**src/rtl/dac_spi_tx_pkg.sv**
```systemverilog
// Shared types, frame geometry and small helpers for the DAC SPI transmitter.
package dac_pkg;

  typedef enum logic [1:0] {
    IDLE  = 2'd0,
    SHIFT = 2'd1,
    GAP   = 2'd2
  } dac_tx_state_t;

  localparam int FRAME_BITS      = 16;
  localparam int DAC_DATA_BITS   = 12;
  localparam int DAC_CFG_BITS    = FRAME_BITS - DAC_DATA_BITS;
  localparam int BIT_CNT_W       = $clog2(FRAME_BITS);
  localparam logic [DAC_CFG_BITS-1:0] DAC_CFG_DEFAULT = 4'b0011;

  // Counter width able to hold n-1, never narrower than one bit.
  function automatic int cnt_width(input int n);
    return (n > 1) ? $clog2(n) : 1;
  endfunction

  // Upper DAC_DATA_BITS of the sample, config nibble on top; plain truncation.
  function automatic logic [FRAME_BITS-1:0] build_frame(
    input logic [DAC_CFG_BITS-1:0] cfg,
    input logic [FRAME_BITS-1:0]   sample
  );
    return {cfg, sample[FRAME_BITS-1 -: DAC_DATA_BITS]};
  endfunction

endpackage

```
**src/rtl/dac_spi_tx_if.sv**
```systemverilog
// Sample handshake between the effect chain (master) and the DAC transmitter (slave).
interface dac_spi_tx_if;
  import dac_pkg::*;

  logic [FRAME_BITS-1:0] sample_in;
  logic                  sample_valid;
  logic                  sample_ready;

  modport master (
    output sample_in,
    output sample_valid,
    input  sample_ready
  );

  modport slave (
    input  sample_in,
    input  sample_valid,
    output sample_ready
  );

endinterface

```
**src/rtl/dac_spi_tx_sclk_divider.sv**
```systemverilog
// SCLK phase timer: counts CLK_DIV cycles per half period while enabled and
// flags the last cycle of the low phase (rise_en) and of the high phase (fall_en).
module sclk_divider
  import dac_pkg::*;
#(
  parameter int CLK_DIV = 2
) (
  input  logic clk_25mhz,
  input  logic reset,
  input  logic i_en,
  output logic o_rise_en,
  output logic o_fall_en
);

  localparam int            CW   = cnt_width(CLK_DIV);
  localparam logic [CW-1:0] LAST = CW'(CLK_DIV - 1);

  logic [CW-1:0] r_cnt;
  logic          r_phase_high;
  logic          w_last;

  assign w_last    = i_en && (r_cnt == LAST);
  assign o_rise_en = w_last && !r_phase_high;
  assign o_fall_en = w_last &&  r_phase_high;

  // Half-period counter; restarts in the low phase whenever shifting is not active.
  always_ff @(posedge clk_25mhz) begin
    if (reset || !i_en) begin
      r_cnt        <= '0;
      r_phase_high <= 1'b0;
    end else if (r_cnt == LAST) begin
      r_cnt        <= '0;
      r_phase_high <= ~r_phase_high;
    end else begin
      r_cnt        <= r_cnt + CW'(1);
    end
  end

endmodule

```
**src/rtl/dac_spi_tx.sv**
```systemverilog
// Audio sample to 16-bit DAC frame, shifted out MSB-first on a mode-0 SPI link.
//
// state | meaning
// IDLE  | waiting for a sample; sample_ready high once out of reset
// SHIFT | frame on the wire, active_out high, 16 bits of 2*CLK_DIV cycles each
// GAP   | active_out low for GAP_CYCLES before the next sample is accepted
module dac_spi_tx
  import dac_pkg::*;
#(
  parameter int                      CLK_DIV    = 2,
  parameter logic [DAC_CFG_BITS-1:0] CFG_BITS   = DAC_CFG_DEFAULT,
  parameter int                      GAP_CYCLES = 2
) (
  input  logic         clk_25mhz,
  input  logic         reset,
  dac_spi_tx_if.slave  s_if,
  output logic         sclk_out,
  output logic         mosi_out,
  output logic         active_out,
  output logic         frame_done
);

  localparam int            GW       = cnt_width(GAP_CYCLES);
  localparam logic [GW-1:0] GAP_LOAD = GW'(GAP_CYCLES - 1);

  dac_tx_state_t          r_state;
  logic [FRAME_BITS-1:0]  r_shift;
  logic [BIT_CNT_W-1:0]   r_bit_cnt;
  logic [GW-1:0]          r_gap_cnt;
  logic                   r_ready;
  logic                   r_sclk;
  logic                   r_mosi;
  logic                   r_active;
  logic                   r_done;

  logic                   w_shift_en;
  logic                   w_rise_en;
  logic                   w_fall_en;
  logic [FRAME_BITS-1:0]  w_frame;

  assign w_shift_en = (r_state == SHIFT);
  assign w_frame    = build_frame(CFG_BITS, s_if.sample_in);

  sclk_divider #(
    .CLK_DIV (CLK_DIV)
  ) u_sclk_divider (
    .clk_25mhz (clk_25mhz),
    .reset     (reset),
    .i_en      (w_shift_en),
    .o_rise_en (w_rise_en),
    .o_fall_en (w_fall_en)
  );

  // Transmit sequencer; every output is a register so the SPI pins are glitch-free.
  always_ff @(posedge clk_25mhz) begin
    if (reset) begin
      r_state   <= IDLE;
      r_shift   <= '0;
      r_bit_cnt <= '0;
      r_gap_cnt <= '0;
      r_ready   <= 1'b0;
      r_sclk    <= 1'b0;
      r_mosi    <= 1'b0;
      r_active  <= 1'b0;
      r_done    <= 1'b0;
    end else begin
      r_done <= 1'b0;
      case (r_state)
        IDLE: begin
          // ready comes up one edge after reset; a handshake needs it already high
          if (!r_ready) begin
            r_ready <= 1'b1;
          end else if (s_if.sample_valid) begin
            r_state   <= SHIFT;
            r_shift   <= w_frame;
            r_mosi    <= w_frame[FRAME_BITS-1];
            r_bit_cnt <= BIT_CNT_W'(FRAME_BITS - 1);
            r_active  <= 1'b1;
            r_sclk    <= 1'b0;
            r_ready   <= 1'b0;
          end
        end

        SHIFT: begin
          if (w_rise_en) begin
            r_sclk <= 1'b1;
          end else if (w_fall_en) begin
            r_sclk <= 1'b0;
            if (r_bit_cnt == '0) begin
              r_state   <= GAP;
              r_active  <= 1'b0;
              r_mosi    <= 1'b0;
              r_shift   <= '0;
              r_done    <= 1'b1;
              r_gap_cnt <= GAP_LOAD;
            end else begin
              // next bit goes out on the same edge that drops SCLK
              r_bit_cnt <= r_bit_cnt - BIT_CNT_W'(1);
              r_shift   <= {r_shift[FRAME_BITS-2:0], 1'b0};
              r_mosi    <= r_shift[FRAME_BITS-2];
            end
          end
        end

        GAP: begin
          if (r_gap_cnt == '0) begin
            r_state <= IDLE;
            r_ready <= 1'b1;
          end else begin
            r_gap_cnt <= r_gap_cnt - GW'(1);
          end
        end

        default: begin
          r_state <= IDLE;
        end
      endcase
    end
  end

  assign s_if.sample_ready = r_ready;
  assign sclk_out          = r_sclk;
  assign mosi_out          = r_mosi;
  assign active_out        = r_active;
  assign frame_done        = r_done;

endmodule

```
**src/flat_wrapper.sv**
```systemverilog
// flat-port wrapper written by rule: the top's interface ports become plain ports
module dac_spi_tx_flat import dac_pkg::*;
#(
  parameter int                      CLK_DIV    = 2,
  parameter logic [DAC_CFG_BITS-1:0] CFG_BITS   = DAC_CFG_DEFAULT,
  parameter int                      GAP_CYCLES = 2
)
  (clk_25mhz, reset, sclk_out, mosi_out, active_out, frame_done, s_if_sample_in, s_if_sample_valid, s_if_sample_ready);
  dac_spi_tx_if s_if_i ();
  input  logic clk_25mhz;
  input  logic reset;
  output logic sclk_out;
  output logic mosi_out;
  output logic active_out;
  output logic frame_done;
  input wire logic [$bits(s_if_i.sample_in)-1:0] s_if_sample_in;
  input wire logic [$bits(s_if_i.sample_valid)-1:0] s_if_sample_valid;
  output wire logic [$bits(s_if_i.sample_ready)-1:0] s_if_sample_ready;
  assign s_if_i.sample_in = s_if_sample_in;
  assign s_if_i.sample_valid = s_if_sample_valid;
  assign s_if_sample_ready = s_if_i.sample_ready;
  dac_spi_tx #(.CLK_DIV(CLK_DIV), .CFG_BITS(CFG_BITS), .GAP_CYCLES(GAP_CYCLES)) u_core (.clk_25mhz(clk_25mhz), .reset(reset), .s_if(s_if_i), .sclk_out(sclk_out), .mosi_out(mosi_out), .active_out(active_out), .frame_done(frame_done));
endmodule
```
**config.mk**
```make
export PLATFORM = sky130hd
export DESIGN_NAME = dac_spi_tx_flat
export DESIGN_NICKNAME = d
export VERILOG_FILES = /design/src/rtl/dac_spi_tx_pkg.sv /design/src/rtl/dac_spi_tx_if.sv /design/src/rtl/dac_spi_tx_sclk_divider.sv /design/src/rtl/dac_spi_tx.sv /design/src/flat_wrapper.sv
export SDC_FILE = /design/constraint.sdc
export NUM_CORES = 1
export LEC_CHECK = 0
export ABC_AREA = 1
export BUFFER_PORTS_ARGS = -buffer_cell sky130_fd_sc_hd__buf_2
export CORE_ASPECT_RATIO = 0.75
export CORE_UTILIZATION = 30
export DETAILED_ROUTE_END_ITERATION = 7
export SYNTH_ARGS = -nofsm -noshare
export SYNTH_HDL_FRONTEND = slang
export SYNTH_SLANG_ARGS = --single-unit
export TNS_END_PERCENT = 50
```
**constraint.sdc**
```tcl
create_clock -name clk_25mhz -period 1.55 [get_ports clk_25mhz]
set_input_delay 0.31 -clock clk_25mhz [delete_from_list [all_inputs] [get_ports clk_25mhz]]
set_output_delay 0.31 -clock clk_25mhz [all_outputs]
set_load 0.005 [all_outputs]
```
==> Word-level counts from Yosys, hierarchy flattened <==
Cells that the tools add are included.
{ "classes": {"addsub": 3, "n_eq_ne": 10, "mux": 44, "bitwise": 3, "reduce_logical": 20} }
{ "op_table": {"columns": ["cell", "count"], "rows": [
  ["two-way mux 15 bit", 5],
  ["case mux 15 bit (2 select lines)", 1],
  ["two-way mux 1 bit", 20],
  ["two-way mux 4 bit", 5],
  ["AND reduction 6 bit", 3],
  ["two-way mux 2 bit", 6],
  ["case mux 1 bit (2 select lines)", 5],
  ["!= test 2 bit, second input constant", 4],
  ["case mux 4 bit (2 select lines)", 1],
  ["AND reduction 4 bit", 2],
  ["!= test 2 x 1 -> 1 bit, second input constant", 3],
  ["case mux 2 bit (3 select lines)", 1],
  ["nonzero test 2 bit", 3],
  ["AND reduction 5 bit", 1],
  ["logical NOT 4 bit", 1],
  ["OR reduction 4 bit", 1],
  ["subtractor 4 x 1 -> 4 bit, second input constant", 1],
  ["logical AND 1 bit", 3],
  ["!= test 3 x 1 -> 1 bit, second input constant", 1],
  ["NOT 1 bit", 3],
  ["== test 2 x 1 -> 1 bit, second input constant", 1],
  ["== test 2 bit, second input constant", 1],
  ["logical NOT 1 bit", 2],
  ["logical NOT 2 bit", 1],
  ["other kinds (5)", 5]
]} }
{ "totals": {"reg_bits": 29, "inputBits": 19, "out_inout_bits": 5} }

==> Logic depth before layout (Yosys ltp) <==
Gate-level depths: netlist of the first run.
{ "logic_depth": {"depth_word": 6, "depth_mapped": 10, "depth_no_buf": 9} }

==> By module <==
From an unflattened synthesis of the first run, not the netlist that was laid out.
{ "hier_totals": {"hier_cells": 191, "area_unflattened_um2": 1310.0} }
{ "modules_own_cells": {"columns": ["module", "instances", "cells_per_inst", "area_each_um2"], "rows": [
  ["dac_spi_tx", 1, 179, 1229.9],
  ["sclk_divider", 1, 12, 80.1]
]} }

==> Worst setup path after synthesis of the first run <==
Ideal clock, no wire load.
{ "synth_path": {"path_kind": "register to register", "from": "register u_core.r_bit_cnt[0]", "to": "register u_core.r_bit_cnt[0]", "arrival_time_ns": 1.246, "setup_slack_ns": 0.171, "stages_incl_launch_ff": 9, "path_buffers": 0, "period_less_slack_ns": 1.379, "path_cell_list": "dfxtp_1 inv_1 ha_1 nand3_1 nor2_1 nor2_1 nand2_1 nand2_1 a21oi_1"} }
{ "synth_between": {"elab_chain_len": 5, "word_cells_on_any_way": 8} }
{ "synth_lines": {"columns": ["item", "line_no", "source"], "rows": [
  ["start, declared", "dac_spi_tx.sv:28", "logic [BIT_CNT_W-1:0] r_bit_cnt;"],
  ["start signal, assigned", "dac_spi_tx.sv:77", "r_bit_cnt <= BIT_CNT_W'(FRAME_BITS - 1);"],
  ["start signal, assigned", "dac_spi_tx.sv:98", "r_bit_cnt <= r_bit_cnt - BIT_CNT_W'(1);"],
  ["subtractor 4 x 1 -> 4 bit", "dac_spi_tx.sv:98", null],
  ["two-way mux 4 bit", "dac_spi_tx.sv:89", "if (r_bit_cnt == '0) begin"],
  ["two-way mux 4 bit", "dac_spi_tx.sv:87", "end else if (w_fall_en) begin"],
  ["two-way mux 4 bit", "dac_spi_tx.sv:85", "if (w_rise_en) begin"],
  ["case mux 4 bit (2 select lines)", "dac_spi_tx.sv:68", "case (r_state)"]
]} }
Parallel ways exist; a longest one is shown, timed or not. The select of a mux whose other input is x is not followed.
A chain may end at the register's enable or synchronous reset.

==> Final worst setup path of the first run <==
{ "layout_path": {"from": "register u_core.r_bit_cnt[0]", "to": "register u_core.r_shift[8]"} }
{ "layout_between": {"elab_chain_len": 5} }
{ "layout_lines": {"columns": ["item", "line_no", "source"], "rows": [
  ["logical NOT 4 bit", "dac_spi_tx.sv:89", null],
  ["two-way mux 15 bit", "dac_spi_tx.sv:89", null],
  ["two-way mux 15 bit", "dac_spi_tx.sv:87", null],
  ["two-way mux 15 bit", "dac_spi_tx.sv:85", null],
  ["case mux 15 bit (2 select lines)", "dac_spi_tx.sv:68", null],
  ["end signal, assigned", "dac_spi_tx.sv:75", "r_shift <= w_frame;"],
  ["end signal, assigned", "dac_spi_tx.sv:99", "r_shift <= {r_shift[FRAME_BITS-2:0], 1'b0};"],
  ["end, declared", "dac_spi_tx.sv:27", "logic [FRAME_BITS-1:0] r_shift;"]
]} }
Every way passes these cells. The select of a mux whose other input is x is not followed.

==> impl_metrics.json, run 1 <==
{
  "synth.avg_cell_area_sq_um": 6.58,
  "cp_cell_sequence": "inv_1 -> ha_2 -> nand3_2 -> buf_4 -> nand2_2 -> clkinv_4 -> nand2_1 -> nand2_1 -> nand2_1 -> a21oi_1",
  "cts-buffers-inserted": 5,
  "clk_latency_ns": 0.28,
  "slowest_stage": "dfxtp_1",
  "placed_area_sq_um": 1610,
  "maxCapViolations": 0,
  "drive_gt1_frac": 0.225,
  "seq_area_sq_um": 582,
  "dp_cells": 292,
  "place_congestion": 0.770,
  "synth_top_area_cell": "dfxtp_1",
  "min_path_type": "primary input to register",
  "worst_setup_path_start_kind": "register",
  "internal_power_mw": 1.41,
  "clk_path_buf_depth": 2,
  "stdcell_area_sq_um": 1720,
  "relSlewSlack": 0.799,
  "critPathMaxStageDelay_ns": 0.31,
  "ys_types": 22,
  "synth_cells": 212,
  "htreeDepth": 2,
  "synth_seq_cells": 29,
  "worstPathMaxFanout": 13,
  "viasPerCell": 4.40,
  "grt_util_all_layers": 0.147,
  "core_region_area_sq_um": 4470,
  "die-area_sq_um": 4930,
  "finalSetupViolations": 0,
  "die_y_um": 61.1,
  "cts_tree": "yes",
  "drc": 0,
  "powerDensity_nw_per_um2": 1230,
  "tightest_slew_ns": 0.302,
  "crit_arrival_ns": 1.56,
  "required_ns": 1.73,
  "grt_pass1_wl_mm": 5.26,
  "period_minus_slack_ns": 1.38,
  "syn_area_sq_um": 1400,
  "drt_wl_total_mm": 3.16,
  "final_cell_mix": "nand2_1 (90), dfxtp_1 (28), nor2_1 (22), a21oi_1 (21), buf_2 (19)",
  "cp-end-kind": "register",
  "place_hpwl_mm": 2.24,
  "yosys-top-cells-area": "dfxtp_1 (42%), nand2_1 (25%), a21oi_1 (7.5%), nor2_1 (6.2%), nand3_1 (3.6%)",
  "portBuffers": 19,
  "slew_viol_final": 0,
  "fillers": 485,
  "nets": 263,
  "die_x_um": 80.7,
  "crit_top_cell": "nand2_1",
  "clock_skew_ns": 0.00629,
  "fin_cells": 301,
  "yosysWarnings": 0,
  "ir_worst_vdd_uv": 435,
  "antenna_found_initial": 0,
  "critPathKind": "register to register",
  "timing.fmax_mhz": 725,
  "p_sw_mw": 0.708,
  "fin_crit_sh": 0.890,
  "seq_power_share": 0.418,
  "pin_count": 24,
  "drtPass1Iterations": 4,
  "swShare": 0.335,
  "power_mw": 2.11,
  "wl_per_cell_um": 10.5,
  "final_common_cell": "nand2_1",
  "cp_top_family": "simple AND/OR/NAND/NOR gates",
  "clockRootBuffer": "clkbuf_8",
  "initial_core_util": 0.312,
  "final-hold-violation-count": 0,
  "synth_top_area_share": 0.416,
  "outcome": "completed",
  "num_vias": 1323,
  "cts_sinks": 29,
  "initialDrtViolationCount": 77,
  "overflow": 0,
  "clk_pin_slew_worst_paths_ns": 0.07,
  "num_antenna_cells": 0,
  "critPathBufInv": 3,
  "drtAntennaViolNets": 0,
  "synth-seq-area-share": 0.416,
  "syn2layout_area_growth_pct": 23.2,
  "power.leakage_nw": 0.799,
  "synth_nets": 232,
  "multiInputGateArea_sq_um": 732,
  "grt_max_degree": 19,
  "power_frac_comb": 0.296,
  "grt_pass1_vias": 1136,
  "p_clk_frac": 0.286,
  "rows": 21
}
[routing by layer]
| layer | up-vias | wire length (um) | GRT usage |
|---|---|---|---|
| met4 | 0 | 59 | 0.0765 |
| met1 | 573 | 1690 | 0.210 |
| met5 | - | 0 | 0 |
| met3 | 7 | 140 | 0.0430 |
| met2 | 19 | 1260 | 0.197 |
| li1 | 724 | - | - |
[metrics by stage]
| step | setup TNS (ns) | hold WS [ns] | utilization | setup WS [ns] |
|---|---|---|---|---|
| 3_3_place_gp | 0 | 0.432 | 0.360 | 0.0671 |
| 6_report | 0 | 0.352 | 0.385 | 0.171 |
| 3_5_place_dp | 0 | 0.435 | 0.360 | 0.0230 |
| 2_1_floorplan | 0 | 0.388 | - | 0.171 |
| 5_1_grt | -0.00114 | 0.362 | 0.385 | -0.00114 |
| 4_1_cts | 0 | 0.343 | 0.378 | 0.0239 |
[area by class of cell]
cell class	count	share of cell area
multi-input cells	162	0.426
clock buffers	6	0.0422
flip-flops and latches	29	0.338
well taps	57	0.0415
repair buffers	30	0.111
clock inverters	2	0.00582
inverters	15	0.0357
[synth_stat cells]
| master | instances |
|---|---|
| a211oi_1 | 1 |
| a21oi_1 | 21 |
| buf_4 | 1 |
| buf_6 | 2 |
| clkbuf_1 | 3 |
| dfxtp_1 | 29 |
| ha_1 | 1 |
| inv_1 | 12 |
| inv_2 | 3 |
| nand2_1 | 92 |
| nand2_2 | 2 |
| nand2_4 | 1 |
| nand3_1 | 10 |
| nor2_1 | 23 |
| nor2_2 | 2 |
| nor2_4 | 2 |
| nor3_1 | 2 |
| nor3_4 | 1 |
| nor3b_1 | 1 |
| nor4_1 | 1 |
| o21ai_0 | 1 |
| or2_2 | 1 |
[power groups by stage]
stage	clock network [mW]	registers [mW]	logic [mW]
global placement	0	0.898	0.592
floorplan	0	0.891	0.412
detailed placement	0	0.899	0.599
finish	0.604	0.884	0.625
CTS	0.621	0.883	0.602
global route	0.656	0.896	0.716
[cell families after synthesis]
group / Yosys count / synth area share
fa+ha+maj: 1 / 0.00897
compound gates: 23 / 0.0843
simple gates: 138 / 0.421
buf+inv: 21 / 0.0700
flops: 29 / 0.416
[final timing paths]
kind	cells after the start	slack (ns)	endpoint	from
max	10	0.17	u_core.r_shift[8]	u_core.r_bit_cnt[0]
min	5	0.35	u_core.r_shift[0]	s_if_sample_in[4]
max reg2reg	10	0.17	u_core.r_shift[8]	u_core.r_bit_cnt[0]
min reg2reg	2	0.45	u_core.r_shift[12]	u_core.r_shift[12]
[sequential cells by signal, indices dropped and copies added (netlist names)]
name,cells
u_core.r_shift,15
u_core.r_bit_cnt,4
u_core.r_state,2
u_core.active_out,1
u_core.frame_done,1
u_core.mosi_out,1
u_core.r_gap_cnt,1
u_core.s_if.sample_ready,1
u_core.sclk_out,1
u_core.u_sclk_divider.r_cnt,1
u_core.u_sclk_divider.r_phase_high,1
[tightest hold or removal path, stage by stage]
cell and delay, ns:
buf_2 0.09, nand2_1 0.05, nand2_1 0.05, nand2_1 0.05, nor2_1 0.04
[repair_timing]
action	in CTS	in global routing
hold buffers	0	0
endpoints found under the setup margin	0	18
gates resized for setup	0	9
buffers inserted	0	1
No activity file was read; power rests on OpenSTA's default activity.
==> run 2, diff against run 1 <==
--- a/config.mk
+++ b/config.mk
@@ -8,7 +8,7 @@
 export ABC_AREA = 1
 export BUFFER_PORTS_ARGS = -buffer_cell sky130_fd_sc_hd__buf_2
 export CORE_ASPECT_RATIO = 0.75
-export CORE_UTILIZATION = 30
+export CORE_UTILIZATION = 40
 export DETAILED_ROUTE_END_ITERATION = 7
 export SYNTH_ARGS = -nofsm -noshare
 export SYNTH_HDL_FRONTEND = slang
==> run 2 against run 1 <==
  * Power up 0.72%
  * Via count unchanged
  * Non-clock buffer count up 1
==> impl_metrics.json, run 2 (same netlist as run 1, synthesis figures left out) <==
{
  "outcome": "completed",
  "clock_skew_ns": 0.00538,
  "tightest_slew_ns": 0.231,
  "largest_reg_flops": 15,
  "cts_tree": "yes",
  "syn2layout_area_growth_pct": 22.7,
  "r2r_cells": 10,
  "power.leakage_nw": 0.804,
  "worst_setup_path_start_kind": "register",
  "post_cts.repair.setup_buffers": 0,
  "place_hpwl_mm": 2.17,
  "htreeDepth": 2,
  "worstPathMaxFanout": 13,
  "setup_tns_ns": 0,
  "drtPass1Iterations": 4,
  "grt_pass1_wl_mm": 4.87,
  "viasPerCell": 4.66,
  "pin_count": 24,
  "postCtsHoldBufs": 0,
  "timing.fmax_mhz": 713,
  "whs_path_depth": 5,
  "timing.hold.ws_ns": 0.355,
  "largest_register": "u_core.r_shift",
  "antenna_found_initial": 0,
  "final_cell_mix": "nand2_1 (92), dfxtp_1 (28), nor2_1 (22), a21oi_1 (21), buf_2 (19)",
  "fin_crit_sh": 0.905,
  "die_y_um": 53.1,
  "final-hold-violation-count": 0,
  "clockRootBuffer": "clkbuf_8",
  "drt_wl_total_mm": 2.96,
  "clk_latency_ns": 0.28,
  "core_region_area_sq_um": 3310,
  "rows": 18,
  "maxCapViolations": 0,
  "slew_viol_final": 0,
  "grt_pass1_vias": 1083,
  "finalSetupViolations": 0,
  "grt_max_degree": 19,
  "overflow": 0,
  "rsz0062_at_grt": "no",
  "required_ns": 1.72,
  "period_minus_slack_ns": 1.40,
  "die_x_um": 70.2,
  "fillers": 357,
  "cts_sinks": 29,
  "nets": 264,
  "ir_worst_vdd_uv": 658,
  "num_vias": 1323,
  "powerDensity_nw_per_um2": 1240,
  "portBuffers": 19,
  "critPathKind": "register to register",
  "cp_cell_sequence": "inv_1 -> ha_2 -> nand3_1 -> buf_4 -> nand2_2 -> clkinv_4 -> nand2_1 -> nand2_1 -> nand2_1 -> a21oi_1",
  "min_path_type": "primary input to register",
  "wl_per_cell_um": 10.4,
  "initial_core_util": 0.421,
  "cp-end-kind": "register",
  "drive_gt1_frac": 0.213,
  "drtAntennaViolNets": 0,
  "final_common_cell": "nand2_1",
  "initialDrtViolationCount": 50,
  "relSlewSlack": 0.846,
  "crit_top_cell": "nand2_1",
  "clk_path_buf_depth": 2,
  "num_antenna_cells": 0,
  "grt_util_all_layers": 0.172,
  "top_regs": "u_core.r_shift (15), u_core.r_bit_cnt (4), u_core.r_state (2)",
  "die-area_sq_um": 3730,
  "place_congestion": 0.779,
  "drc": 0,
  "slowest_stage": "dfxtp_1",
  "critPathMaxStageDelay_ns": 0.31,
  "crit_arrival_ns": 1.57,
  "cts-buffers-inserted": 5,
  "clk_pin_slew_worst_paths_ns": 0.06
}
-- run 2: layout make-up --
class | count | area, sq um | share of cell area
inverters | 15 | 61.3 | 0.0358
well taps | 40 | 50.0 | 0.0292
repair buffers | 31 | 210 | 0.123
clock buffers | 7 | 86.3 | 0.0504
multi-input cells | 162 | 722 | 0.422
flip-flops and latches | 29 | 582 | 0.340
-- run 2: routing by layer --
layer / GRT usage / vias up / part of all wire
li1: - / 724 / -
met5: 0 / - / 0
met1: 0.241 / 580 / 0.56
met3: 0.0533 / 5 / 0.035
met2: 0.242 / 14 / 0.39
met4: 0.0700 / 0 / 0.013
-- run 2: what timing repair did --
action | in CTS | in global routing
resized for setup | 0 | 6
endpoints found under the hold margin | 0 | 0
endpoints found under the setup margin | 0 | 17
-- run 2: per-stage QoR --
stage	total power [mW]	instances	cell area (sq um)	setup WS, ns	utilization
after floorplan	1.30	212	1400	0.171	-
after global placement	1.51	277	1610	0.0928	0.488
after detailed placement	1.52	277	1610	0.0713	0.488
after CTS	2.14	284	1700	0.0410	0.514
after global routing	2.26	284	1710	0.00205	0.517
final	2.13	284	1710	0.148	0.517
-- run 2: worst paths after layout --
path	slack, ns	endpoint	start
worst max register to register	0.15	u_core.r_shift[2]	u_core.r_bit_cnt[0]
worst min register to register	0.45	u_core.r_shift[12]	u_core.r_shift[12]
worst max-delay path	0.15	u_core.r_shift[2]	u_core.r_bit_cnt[0]
worst min-delay path	0.35	u_core.r_shift[0]	s_if_sample_in[4]
-- run 2: where the power goes --
group | internal [mW] | switching, mW | total (mW)
Clock | 0.351 | 0.272 | 0.623
Combinational | 0.271 | 0.348 | 0.619
Sequential | 0.831 | 0.0549 | 0.886
-- run 2: worst max-delay path: cells and delay by family, from the launching register on --
family | cells | cell delay (ns)
adders and majority gates | 1 | 0.19
DFF | 1 | 0.31
buffers and inverters | 3 | 0.35
and+or+nand+nor | 5 | 0.38
AOI/OAI and AO/OA | 1 | 0.06
==> run 3, diff against run 2 <==
==> constraint.sdc (replaced) <==
create_clock -name clk_25mhz -period 1.55 [get_ports clk_25mhz]
set_input_delay 0.2325 -clock clk_25mhz [delete_from_list [all_inputs] [get_ports clk_25mhz]]
set_output_delay 0.2325 -clock clk_25mhz [all_outputs]
set_load 0.005 [all_outputs]
==> run 3 against run 2 <==
  * Count of clock-buffer cells in the layout is 1 lower
  * Sequential share of layout area grew 0.23 points
  * Global-route usage rose by 0.30 points
  * Register-to-register slack worse by 0.02 ns
  * Fmax shrank 1.5%
  * Clock skew shrank 0.00095 ns
  * Combinational power grew 0.8%
  * Die area is the same
  * First-iteration DRC count increased by 74%
  * Flip-flop and latch count stayed put
  * Final area fell by 0.88%
  * Critical path type unchanged
  * Critical endpoint is now u_core.r_bit_cnt[2]
  * Largest cell class unchanged
==> impl_metrics.json, run 3 (same netlist as run 1, synthesis figures left out) <==
{
  "outcome": "completed",
  "pin_count": 24,
  "cp-end-kind": "register",
  "slowest_stage": "dfxtp_1",
  "power_frac_comb": 0.298,
  "initial_core_util": 0.421,
  "cts_sinks": 29,
  "initialDrtViolationCount": 87,
  "grt_pass1_wl_mm": 4.93,
  "viasPerCell": 4.67,
  "post-route-util": 0.512,
  "drt_wl_total_mm": 2.97,
  "cp_cell_sequence": "inv_2 -> nor2_2 -> nand2_1 -> nand2_1 -> nor2_2 -> nand2_1 -> nand2_1 -> a21oi_1",
  "core_region_area_sq_um": 3310,
  "setup_tns_ns": 0,
  "die-area_sq_um": 3730,
  "r2r_start": "u_core.r_state[0]",
  "die_y_um": 53.1,
  "rsz0062_at_grt": "no",
  "crit_top_cell": "nand2_1",
  "finalSetupViolations": 0,
  "place_hpwl_mm": 2.11,
  "stdcell_area_sq_um": 1700,
  "pre_cts_ws_ns": 0.0545,
  "swShare": 0.327,
  "relSlewSlack": 0.819,
  "fin_ws_ns": 0.126,
  "largest_register": "u_core.r_shift",
  "cts-buffers-inserted": 5,
  "critPathKind": "register to register",
  "min_to": "u_core.r_shift[0]",
  "overflow": 0,
  "wl_per_cell_um": 10.5,
  "grt_util_all_layers": 0.175,
  "clk_pin_slew_worst_paths_ns": 0.06,
  "nets": 263,
  "clock_skew_ns": 0.00443,
  "portBuffers": 19,
  "worst_setup_path_start_kind": "register",
  "drtAntennaViolNets": 0,
  "grt_pass1_vias": 1091,
  "required_ns": 1.76,
  "largest_reg_flops": 15,
  "final_cell_mix": "nand2_1 (92), dfxtp_1 (29), nor2_1 (22), a21oi_1 (21), buf_2 (19)",
  "num_vias": 1325,
  "place_congestion": 0.774,
  "slew_viol_final": 0,
  "placed_area_sq_um": 1610,
  "cts_tree": "yes",
  "p_clk_frac": 0.280,
  "crit_arrival_ns": 1.63,
  "antenna_found_initial": 0,
  "p_sw_mw": 0.684,
  "clk_path_buf_depth": 2,
  "top_regs": "u_core.r_shift (15), u_core.r_bit_cnt (4), u_core.r_state (2)",
  "min-delay-start": "s_if_sample_in[4]",
  "powerDensity_nw_per_um2": 1230,
  "grt_max_degree": 19,
  "syn2layout_area_growth_pct": 21.6,
  "timing.hold.ws_ns": 0.278,
  "htreeDepth": 2,
  "internal_power_mw": 1.41,
  "final-hold-violation-count": 0,
  "drc": 0,
  "worstPathMaxFanout": 5,
  "critPathMaxStageDelay_ns": 0.46,
  "rrSetupSlack_ns": 0.13,
  "timing.fmax_mhz": 702,
  "r2r_end": "u_core.r_bit_cnt[2]",
  "seq_power_share": 0.422,
  "clk_latency_ns": 0.28,
  "drtPass1Iterations": 4,
  "critPathBufInv": 1,
  "maxCapViolations": 0,
  "clockRootBuffer": "clkbuf_8",
  "drive_gt1_frac": 0.205,
  "rows": 18,
  "min_path_type": "primary input to register",
  "r2r_cells": 8,
  "whs_path_depth": 5,
  "critPathLaunch": "u_core.r_state[0]",
  "tightest_slew_ns": 0.272,
  "cp_top_family": "simple AND/OR/NAND/NOR gates",
  "power.leakage_nw": 0.800,
  "final_common_cell": "nand2_1",
  "fin_crit_sh": 0.918,
  "period_minus_slack_ns": 1.42,
  "die_x_um": 70.2,
  "num_antenna_cells": 0,
  "ir_worst_vdd_uv": 801
}
run 3: cell count changes in the layout (fill, tap and decap cells not counted):
cell      previous run  this run
clkbuf_8             6         5
ha_2                 1         0
dfxtp_2              1         0
buf_4               10         9
clkinv_2             0         2
dfxtp_1             28        29
ha_1                 0         1
run 3: metrics by stage:
stage                     std cells  power (mW)
after floorplan                 212        1.30
after global placement          276        1.51
after detailed placement        276        1.51
after CTS                       284        2.11
after global routing            284        2.24
final                           284        2.09
run 3: area by class of cell:
cell class              instances  area, sq um
multi-input cells             162          719
clock buffers                   6         72.6
repair buffers                 30          203
flip-flops and latches         29          581
fillers                       345         1610
well taps                      40         50.0
inverters                      15         61.3
clock inverters                 2         10.0
run 3: worst max path at each step:
stage | end | slack, ns | cells past startpoint
finish | u_core.r_bit_cnt[2] | 0.13 | 8
global route | u_core.r_bit_cnt[2] | 0.0005 | 8
CTS | u_core.r_bit_cnt[2] | 0.04 | 8
detailed placement | u_core.r_bit_cnt[2] | 0.05 | 8
global placement | u_core.r_shift[9] | 0.09 | 10
floorplan | u_core.r_bit_cnt[0] | 0.17 | 8
run 3: power groups by stage:
stage	clock network [mW]	logic (mW)	registers, mW
2_1_floorplan	0	0.412	0.891
3_3_place_gp	0	0.614	0.899
3_5_place_dp	0	0.616	0.898
4_1_cts	0.603	0.621	0.882
5_1_grt	0.643	0.704	0.896
6_report	0.585	0.624	0.883
run 3: tightest hold or removal path, delay by kind of cell:
kind                   cells  cell delay [ns]
buffers and inverters      1             0.10
AND/OR/NAND/NOR            4             0.19
run 3: metal layers:
layer | track usage | routed length [um] | up-vias
li1 | - | - | 721
met1 | 0.249 | 1640 | 567
met2 | 0.237 | 1140 | 32
met3 | 0.0533 | 148 | 5
met4 | 0.0800 | 36 | 0
met5 | 0 | 0 | -
run 3: what timing repair did:
item / CTS / global route
hold buffers: 0 / 0
endpoints found under the hold margin: 0 / 0
buffers inserted: 0 / 0
endpoints found under the setup margin: 0 / 17
resized for setup: 0 / 4
